==> src/rtl/legv8_pkg.sv <==
// Shared LEGv8 control encodings: opcode patterns with don't-care masks, class and state enums,
// and the alu_op / seu field encodings driven onto the datapath.
package legv8_pkg;

    localparam int OP_BITS = 11;

    // A set mask bit means that opcode bit must match the pattern.
    localparam logic [OP_BITS-1:0] MASK_FULL = 11'b111_1111_1111;
    localparam logic [OP_BITS-1:0] MASK_I    = 11'b111_1111_1110;
    localparam logic [OP_BITS-1:0] MASK_CB   = 11'b111_1111_1000;
    localparam logic [OP_BITS-1:0] MASK_B    = 11'b111_1110_0000;

    localparam logic [OP_BITS-1:0] OP_ADD  = 11'b100_0101_1000;
    localparam logic [OP_BITS-1:0] OP_SUB  = 11'b110_0101_1000;
    localparam logic [OP_BITS-1:0] OP_AND  = 11'b100_0101_0000;
    localparam logic [OP_BITS-1:0] OP_ORR  = 11'b101_0101_0000;
    localparam logic [OP_BITS-1:0] OP_ADDI = 11'b100_1000_1000;
    localparam logic [OP_BITS-1:0] OP_SUBI = 11'b110_1000_1000;
    localparam logic [OP_BITS-1:0] OP_LDUR = 11'b111_1100_0010;
    localparam logic [OP_BITS-1:0] OP_STUR = 11'b111_1100_0000;
    localparam logic [OP_BITS-1:0] OP_CBZ  = 11'b101_1010_0000;
    localparam logic [OP_BITS-1:0] OP_CBNZ = 11'b101_1010_1000;
    localparam logic [OP_BITS-1:0] OP_B    = 11'b000_1010_0000;

    typedef enum logic [3:0] {
        CLS_ILLEGAL = 4'd0,
        CLS_ADD     = 4'd1,
        CLS_SUB     = 4'd2,
        CLS_AND     = 4'd3,
        CLS_ORR     = 4'd4,
        CLS_ADDI    = 4'd5,
        CLS_SUBI    = 4'd6,
        CLS_LDUR    = 4'd7,
        CLS_STUR    = 4'd8,
        CLS_CBZ     = 4'd9,
        CLS_CBNZ    = 4'd10,
        CLS_B       = 4'd11
    } cls_e;

    typedef enum logic [2:0] {
        ST_FETCH  = 3'd0,
        ST_DECODE = 3'd1,
        ST_EXEC   = 3'd2,
        ST_MEM    = 3'd3,
        ST_WB     = 3'd4,
        ST_TRAP   = 3'd5
    } state_e;

    localparam logic [2:0] ALU_ADD   = 3'b000;
    localparam logic [2:0] ALU_SUB   = 3'b001;
    localparam logic [2:0] ALU_AND   = 3'b010;
    localparam logic [2:0] ALU_ORR   = 3'b011;
    localparam logic [2:0] ALU_PASSB = 3'b100;

    localparam logic [1:0] SEU_I  = 2'b00;
    localparam logic [1:0] SEU_D  = 2'b01;
    localparam logic [1:0] SEU_CB = 2'b10;
    localparam logic [1:0] SEU_B  = 2'b11;

    function automatic logic op_match(input logic [OP_BITS-1:0] op,
                                      input logic [OP_BITS-1:0] pat,
                                      input logic [OP_BITS-1:0] mask);
        return ((op ^ pat) & mask) == '0;
    endfunction

endpackage

==> src/rtl/opcode_decoder.sv <==
// opcode_decoder: combinational map of the 11-bit LEGv8 opcode field to an instruction class.
// Zero latency; no handshake, anything unmatched is reported as CLS_ILLEGAL.
module opcode_decoder
    import legv8_pkg::*;
#(
    parameter int OPCODE_W = 11
) (
    input  logic [OPCODE_W-1:0] i_opcode,
    output cls_e                o_cls
);

    logic [OP_BITS-1:0] w_op;
    assign w_op = i_opcode[OP_BITS-1:0];

    always_comb begin
        o_cls = CLS_ILLEGAL;
        if      (op_match(w_op, OP_ADD,  MASK_FULL)) o_cls = CLS_ADD;
        else if (op_match(w_op, OP_SUB,  MASK_FULL)) o_cls = CLS_SUB;
        else if (op_match(w_op, OP_AND,  MASK_FULL)) o_cls = CLS_AND;
        else if (op_match(w_op, OP_ORR,  MASK_FULL)) o_cls = CLS_ORR;
        else if (op_match(w_op, OP_ADDI, MASK_I))    o_cls = CLS_ADDI;
        else if (op_match(w_op, OP_SUBI, MASK_I))    o_cls = CLS_SUBI;
        else if (op_match(w_op, OP_LDUR, MASK_FULL)) o_cls = CLS_LDUR;
        else if (op_match(w_op, OP_STUR, MASK_FULL)) o_cls = CLS_STUR;
        else if (op_match(w_op, OP_CBZ,  MASK_CB))   o_cls = CLS_CBZ;
        else if (op_match(w_op, OP_CBNZ, MASK_CB))   o_cls = CLS_CBNZ;
        else if (op_match(w_op, OP_B,    MASK_B))    o_cls = CLS_B;
    end

endmodule

==> src/rtl/multicycle_cu.sv <==
// multicycle_cu: LEGv8 multicycle FSM control, 3-5 cycles per instruction at zero wait, Moore strobes.
// imem_req/dmem_req held until ack; perf counters exist only with MULTICYCLE_CU_PERF_EN defined.
module multicycle_cu
    import legv8_pkg::*;
#(
    parameter int OPCODE_W = 11,
    parameter int ALUOP_W  = 3,
    parameter int CNT_W    = 32
) (
    input  logic                clk,
    input  logic                rst_n,
    input  logic [OPCODE_W-1:0] opcode,
    input  logic                flag_zero,
    output logic                imem_req,
    input  logic                imem_ack,
    output logic                dmem_req,
    input  logic                dmem_ack,
    output logic                ir_wr,
    output logic                pc_wr,
    output logic                pc_src,
    output logic                reg2loc,
    output logic                alu_src,
    output logic                mem_wr,
    output logic                mem_to_reg,
    output logic                reg_wr,
    output logic [1:0]          seu,
    output logic [ALUOP_W-1:0]  alu_op,
    output logic                trap,
    output logic [2:0]          state,
    output logic [CNT_W-1:0]    cyc_cnt,
    output logic [CNT_W-1:0]    ret_cnt
);

    state_e     r_state;
    state_e     w_state_nxt;
    cls_e       r_cls;
    cls_e       w_cls_dec;

    logic       w_is_ld, w_is_st, w_is_cb, w_is_b, w_taken, w_active;
    logic       w_imem_req, w_ir_wr, w_dmem_req, w_pc_wr, w_pc_src;
    logic       w_mem_wr, w_mem_to_reg, w_reg_wr, w_trap;
    logic       w_reg2loc, w_alu_src;
    logic [1:0] w_seu;
    logic [2:0] w_alu_op;

    opcode_decoder #(.OPCODE_W(OPCODE_W)) u_dec (
        .i_opcode (opcode),
        .o_cls    (w_cls_dec)
    );

    always_ff @(posedge clk or negedge rst_n) begin
        if (!rst_n) begin
            r_state <= ST_FETCH;
            r_cls   <= CLS_ILLEGAL;
        end else begin
            r_state <= w_state_nxt;
            if (r_state == ST_DECODE)
                r_cls <= w_cls_dec;
        end
    end

    assign w_is_ld  = (r_cls == CLS_LDUR);
    assign w_is_st  = (r_cls == CLS_STUR);
    assign w_is_cb  = (r_cls == CLS_CBZ) || (r_cls == CLS_CBNZ);
    assign w_is_b   = (r_cls == CLS_B);
    assign w_taken  = w_is_b || ((r_cls == CLS_CBZ) && flag_zero) || ((r_cls == CLS_CBNZ) && !flag_zero);
    assign w_active = (r_state == ST_EXEC) || (r_state == ST_MEM) || (r_state == ST_WB);

    // Class-static datapath strobes; only presented while an instruction is past DECODE.
    always_comb begin
        w_reg2loc = 1'b0;
        w_alu_src = 1'b0;
        w_seu     = SEU_I;
        w_alu_op  = ALU_ADD;
        case (r_cls)
            CLS_SUB:             w_alu_op = ALU_SUB;
            CLS_AND:             w_alu_op = ALU_AND;
            CLS_ORR:             w_alu_op = ALU_ORR;
            CLS_ADDI:            w_alu_src = 1'b1;
            CLS_SUBI: begin
                w_alu_src = 1'b1;
                w_alu_op  = ALU_SUB;
            end
            CLS_LDUR: begin
                w_alu_src = 1'b1;
                w_seu     = SEU_D;
            end
            CLS_STUR: begin
                w_alu_src = 1'b1;
                w_reg2loc = 1'b1;
                w_seu     = SEU_D;
            end
            CLS_CBZ, CLS_CBNZ: begin
                w_reg2loc = 1'b1;
                w_seu     = SEU_CB;
                w_alu_op  = ALU_PASSB;
            end
            CLS_B:               w_seu = SEU_B;
            default:             ;
        endcase
    end

    always_comb begin
        w_state_nxt  = r_state;
        w_imem_req   = 1'b0;
        w_ir_wr      = 1'b0;
        w_dmem_req   = 1'b0;
        w_pc_wr      = 1'b0;
        w_pc_src     = 1'b0;
        w_mem_wr     = 1'b0;
        w_mem_to_reg = 1'b0;
        w_reg_wr     = 1'b0;
        w_trap       = 1'b0;
        case (r_state)
            ST_FETCH: begin
                w_imem_req = 1'b1;
                if (imem_ack) begin
                    w_ir_wr     = 1'b1;
                    w_state_nxt = ST_DECODE;
                end
            end
            ST_DECODE: begin
                w_state_nxt = (w_cls_dec == CLS_ILLEGAL) ? ST_TRAP : ST_EXEC;
            end
            ST_EXEC: begin
                if (w_is_cb || w_is_b) begin
                    w_pc_wr     = 1'b1;
                    w_pc_src    = w_taken;
                    w_state_nxt = ST_FETCH;
                end else if (w_is_ld || w_is_st) begin
                    w_state_nxt = ST_MEM;
                end else begin
                    w_state_nxt = ST_WB;
                end
            end
            ST_MEM: begin
                w_dmem_req = 1'b1;
                w_mem_wr   = w_is_st;
                if (dmem_ack) begin
                    w_pc_wr     = w_is_st;
                    w_state_nxt = w_is_st ? ST_FETCH : ST_WB;
                end
            end
            ST_WB: begin
                w_reg_wr     = 1'b1;
                w_mem_to_reg = w_is_ld;
                w_pc_wr      = 1'b1;
                w_state_nxt  = ST_FETCH;
            end
            ST_TRAP: w_trap = 1'b1;
            default: w_state_nxt = ST_FETCH;
        endcase
    end

    // FETCH is the reset state, so its request must be masked while reset is held.
    assign imem_req   = w_imem_req && rst_n;
    assign ir_wr      = w_ir_wr && rst_n;
    assign dmem_req   = w_dmem_req;
    assign pc_wr      = w_pc_wr;
    assign pc_src     = w_pc_src;
    assign mem_wr     = w_mem_wr;
    assign mem_to_reg = w_mem_to_reg;
    assign reg_wr     = w_reg_wr;
    assign trap       = w_trap;
    assign reg2loc    = w_active && w_reg2loc;
    assign alu_src    = w_active && w_alu_src;
    assign seu        = w_active ? w_seu : 2'b00;
    assign alu_op     = w_active ? ALUOP_W'(w_alu_op) : '0;
    assign state      = r_state;

`ifdef MULTICYCLE_CU_PERF_EN
    logic [CNT_W-1:0] r_cyc_cnt;
    logic [CNT_W-1:0] r_ret_cnt;

    always_ff @(posedge clk or negedge rst_n) begin
        if (!rst_n) begin
            r_cyc_cnt <= '0;
            r_ret_cnt <= '0;
        end else begin
            if (r_state != ST_TRAP)
                r_cyc_cnt <= r_cyc_cnt + CNT_W'(1);
            if (w_pc_wr)
                r_ret_cnt <= r_ret_cnt + CNT_W'(1);
        end
    end

    assign cyc_cnt = r_cyc_cnt;
    assign ret_cnt = r_ret_cnt;
`else
    assign cyc_cnt = '0;
    assign ret_cnt = '0;
`endif

endmodule

==> config.mk <==
export PLATFORM = sky130hd
export DESIGN_NAME = multicycle_cu
export DESIGN_NICKNAME = d
export VERILOG_FILES = /design/src/rtl/legv8_pkg.sv /design/src/rtl/opcode_decoder.sv /design/src/rtl/multicycle_cu.sv
export SDC_FILE = /design/constraint.sdc
export NUM_CORES = 1
export LEC_CHECK = 0
export CAP_MARGIN = 10
export CORE_UTILIZATION = 55
export CTS_CLUSTER_SIZE = 30
export DETAILED_ROUTE_END_ITERATION = 8
export DONT_BUFFER_PORTS = 1
export PLACE_DENSITY = 0.7
export SYNTH_ARGS = -nofsm -noshare
export SYNTH_HDL_FRONTEND = slang
export SYNTH_SLANG_ARGS = --single-unit
==> constraint.sdc <==
create_clock -name clk -period 4.4 [get_ports clk]
set_input_delay 0.44 -clock clk [delete_from_list [all_inputs] [get_ports clk]]
set_output_delay 0.44 -clock clk [all_outputs]
set_load 0.01 [all_outputs]
==> impl_metrics.env <==
export IMPL_grt_max_degree=14
export IMPL_synth_cells=166
export IMPL_status="completed"
export IMPL_wl_microns=2120
export IMPL_max_freq_mhz=433
export IMPL_postCtsHoldBufs=1
export IMPL_synth_top_cell_area_share_pct=38.3
export IMPL_drive_above_1_share_pct=3.59
export IMPL_critical_path_class="reg -> out"
export IMPL_finalNetCount=184
export IMPL_rsz0062_at_grt="false"
export IMPL_cts_buffer_depth=2
export IMPL_htree_num_levels=1
export IMPL_cts_resized_gates=0
export IMPL_cts_tree="built"
export IMPL_cp_required_ns=3.96
export IMPL_grt_use_total_pct=16.6
export IMPL_setup_viol=0
export IMPL_synthFlopType="dfrtp_1"
export IMPL_synth_edf_count=0
export IMPL_async_reset_ff_share_pct=100
export IMPL_hold_class="in -> reg"
export IMPL_critPathArrivalTime_ns=1.87
export IMPL_combinationalPowerShare_pct=53.8
export IMPL_grt_pass1_vias=808
export IMPL_synth_cell_types=40
export IMPL_leakagePower_nw=0.502
export IMPL_grt_remaining_overflow=0
export IMPL_power_frac_seq_pct=34.0
export IMPL_skew_ns=0.00114
export IMPL_p_per_area_nw_per_um2=438
export IMPL_path_max_fanout=13
export IMPL_ios=99
export IMPL_worst_hold_slack_ns=0.359
export IMPL_dp_hpwl_microns=1770
export IMPL_switchingPower_mw=0.247
export IMPL_rows=16
export IMPL_clockRootBuffer="clkbuf_4"
export IMPL_critPathLaunchType="flop"
export IMPL_synth_area_sq_um=1250
export IMPL_clkLatencyLatePin_ns=0.25
export IMPL_cap_viol_max_count=0
export IMPL_port_buffers=0
export IMPL_synth_seq_area_share_pct=14.0
export IMPL_synth_most_common_cell="buf_4"
export IMPL_dieArea_sq_um=2480
export IMPL_clkSlewWorstSetupHoldPaths_ns=0.05
export IMPL_n_antenna_cell=0
export IMPL_wl_per_cell_microns=10.9
export IMPL_tightest_slew_ns=0.619
export IMPL_nFillCells=211
export IMPL_yosys_area_top_type="buf_4"
export IMPL_syn2layout_area_growth_pct=-15.0
export IMPL_post_route_period_util_pct=52.5
export IMPL_first_pass_iters=4
export IMPL_viasPerCell=4.91
export IMPL_tns_ns=0
export IMPL_grt_antenna_before_repair=0
export IMPL_numCtsBuffers=3
export IMPL_clkPwrFrac_pct=12.2
export IMPL_hold_violations=0
export IMPL_p_sw_share_pct=52.8
export IMPL_synth_commonest_cells="buf_4 (64), nor2_1 (13), a21oi_1 (8), nor2b_1 (8), dfrtp_1 (7)"
export IMPL_drc_errors=0
export IMPL_total_power_mw=0.467
export IMPL_die_h_microns=49.8
export IMPL_post_cts_setup_buffer_count=0
export IMPL_fin_util_pct=51.8
export IMPL_layout_min_cycle_time_ns=2.31
export IMPL_die_w_microns=49.8
export IMPL_vias=952
export IMPL_gp_congestion=0.722
export IMPL_synthTopCellsByArea="buf_4 (38%), dfrtp_1 (14%), nor2b_1 (4.0%)"
export IMPL_slew_headroom_pct=58.1
export IMPL_fp_coreArea_sq_um=2060
export IMPL_ys_ff_latch=7
export IMPL_ir_drop_mv=0.192
export IMPL_ant_nets=0
export IMPL_start_util_pct=60.9
export IMPL_clock_sinks=7
export IMPL_grt_pass1_wl_microns=3220
export IMPL_end_kind="output port"
export IMPL_intPower_mw=0.221
export IMPL_drv_slew=0
export IMPL_ys_warn_count=0
export IMPL_drtIter0Drc=21
export IMPL_syn_area_per_cell_sq_um=7.56
[sequential cells by signal, summed over array words and instances, names as in the netlist]
name   count
state      3
r_cls      4
[layout by cell type, fill, tap and decap left out, types with 2 or more instances in the layout]
master,n
and2_1,6
inv_1,2
nor4b_1,3
nor2b_1,8
a31oi_1,2
dfrtp_1,7
conb_1,64
nor4_1,4
o21ai_0,3
clkbuf_4,3
nand2b_1,3
a21oi_1,8
nand4bb_1,3
nor3_1,3
nor2_1,13
nand2_1,6
o21ai_1,3
nor3b_1,3
nand3_1,2
[critical path, cell delays in order (launching register included)]
cell	delay, ns
dfrtp_1	0.54
nor3b_2	0.44
nor2_1	0.16
nor4_1	0.48
[layout make-up]
type | instances | area, sq um | area share, %
clock buffer | 4 | 26.3 | 2.46
multi-input combinational | 153 | 815 | 76.3
timing repair buffer | 1 | 10.0 | 0.938
sequential | 7 | 175 | 16.4
inverter | 2 | 7.51 | 0.703
tap | 27 | 33.8 | 3.17
[final timing paths]
check                                            end            startpoint  cells past startpoint  slack (ns)
worst max-delay path                       alu_op[0]  state[0]$_DFFE_PN0P_                      3        2.09
worst min-delay path            r_cls[2]$_DFFE_PN0N_             opcode[8]                      2        0.36
worst max register to register  state[0]$_DFFE_PN0P_  r_cls[1]$_DFFE_PN0N_                      5        2.87
worst min register to register  r_cls[2]$_DFFE_PN0N_  r_cls[2]$_DFFE_PN0N_                      2        0.63
max in group asynchronous       state[0]$_DFFE_PN0P_                 rst_n                      1        3.66
min in group asynchronous       r_cls[1]$_DFFE_PN0N_                 rst_n                      1        0.51
[cells by family after synthesis]
logic type / Yosys count / share of synthesized area (%)
xor+xnor: 1 / 0.698
buf+inv: 69 / 40.0
other cells: 1 / 0.299
simple gates: 60 / 30.1
mux: 1 / 0.798
flops: 7 / 14.0
compound gates: 27 / 14.2
[power groups by stage]
stage	clock [mW]	combinational [mW]	sequential, mW
6_report	0.0571	0.251	0.159
5_1_grt	0.0627	0.283	0.168
4_1_cts	0.0606	0.251	0.159
3_5_place_dp	0	0.248	0.160
3_3_place_gp	0	0.242	0.155
2_1_floorplan	0	0.293	0.121
[routing by layer]
metal,vias up,routed length (microns),GRT usage [%]
li1,457,-,-
met1,426,817,19.1
met2,65,1040,27.5
met3,4,209,2.78
met4,0,53,12.4
met5,-,0,0
[metrics by stage]
step / setup WS, ns / std cells / instance area (sq um)
floorplan: 2.43 / 229 / 1490
global placement: 2.41 / 189 / 1030
detailed placement: 2.35 / 189 / 1030
CTS: 2.07 / 194 / 1070
global route: 1.95 / 194 / 1070
finish: 2.09 / 194 / 1070
Note: power is estimated with default switching activity, not from simulation.
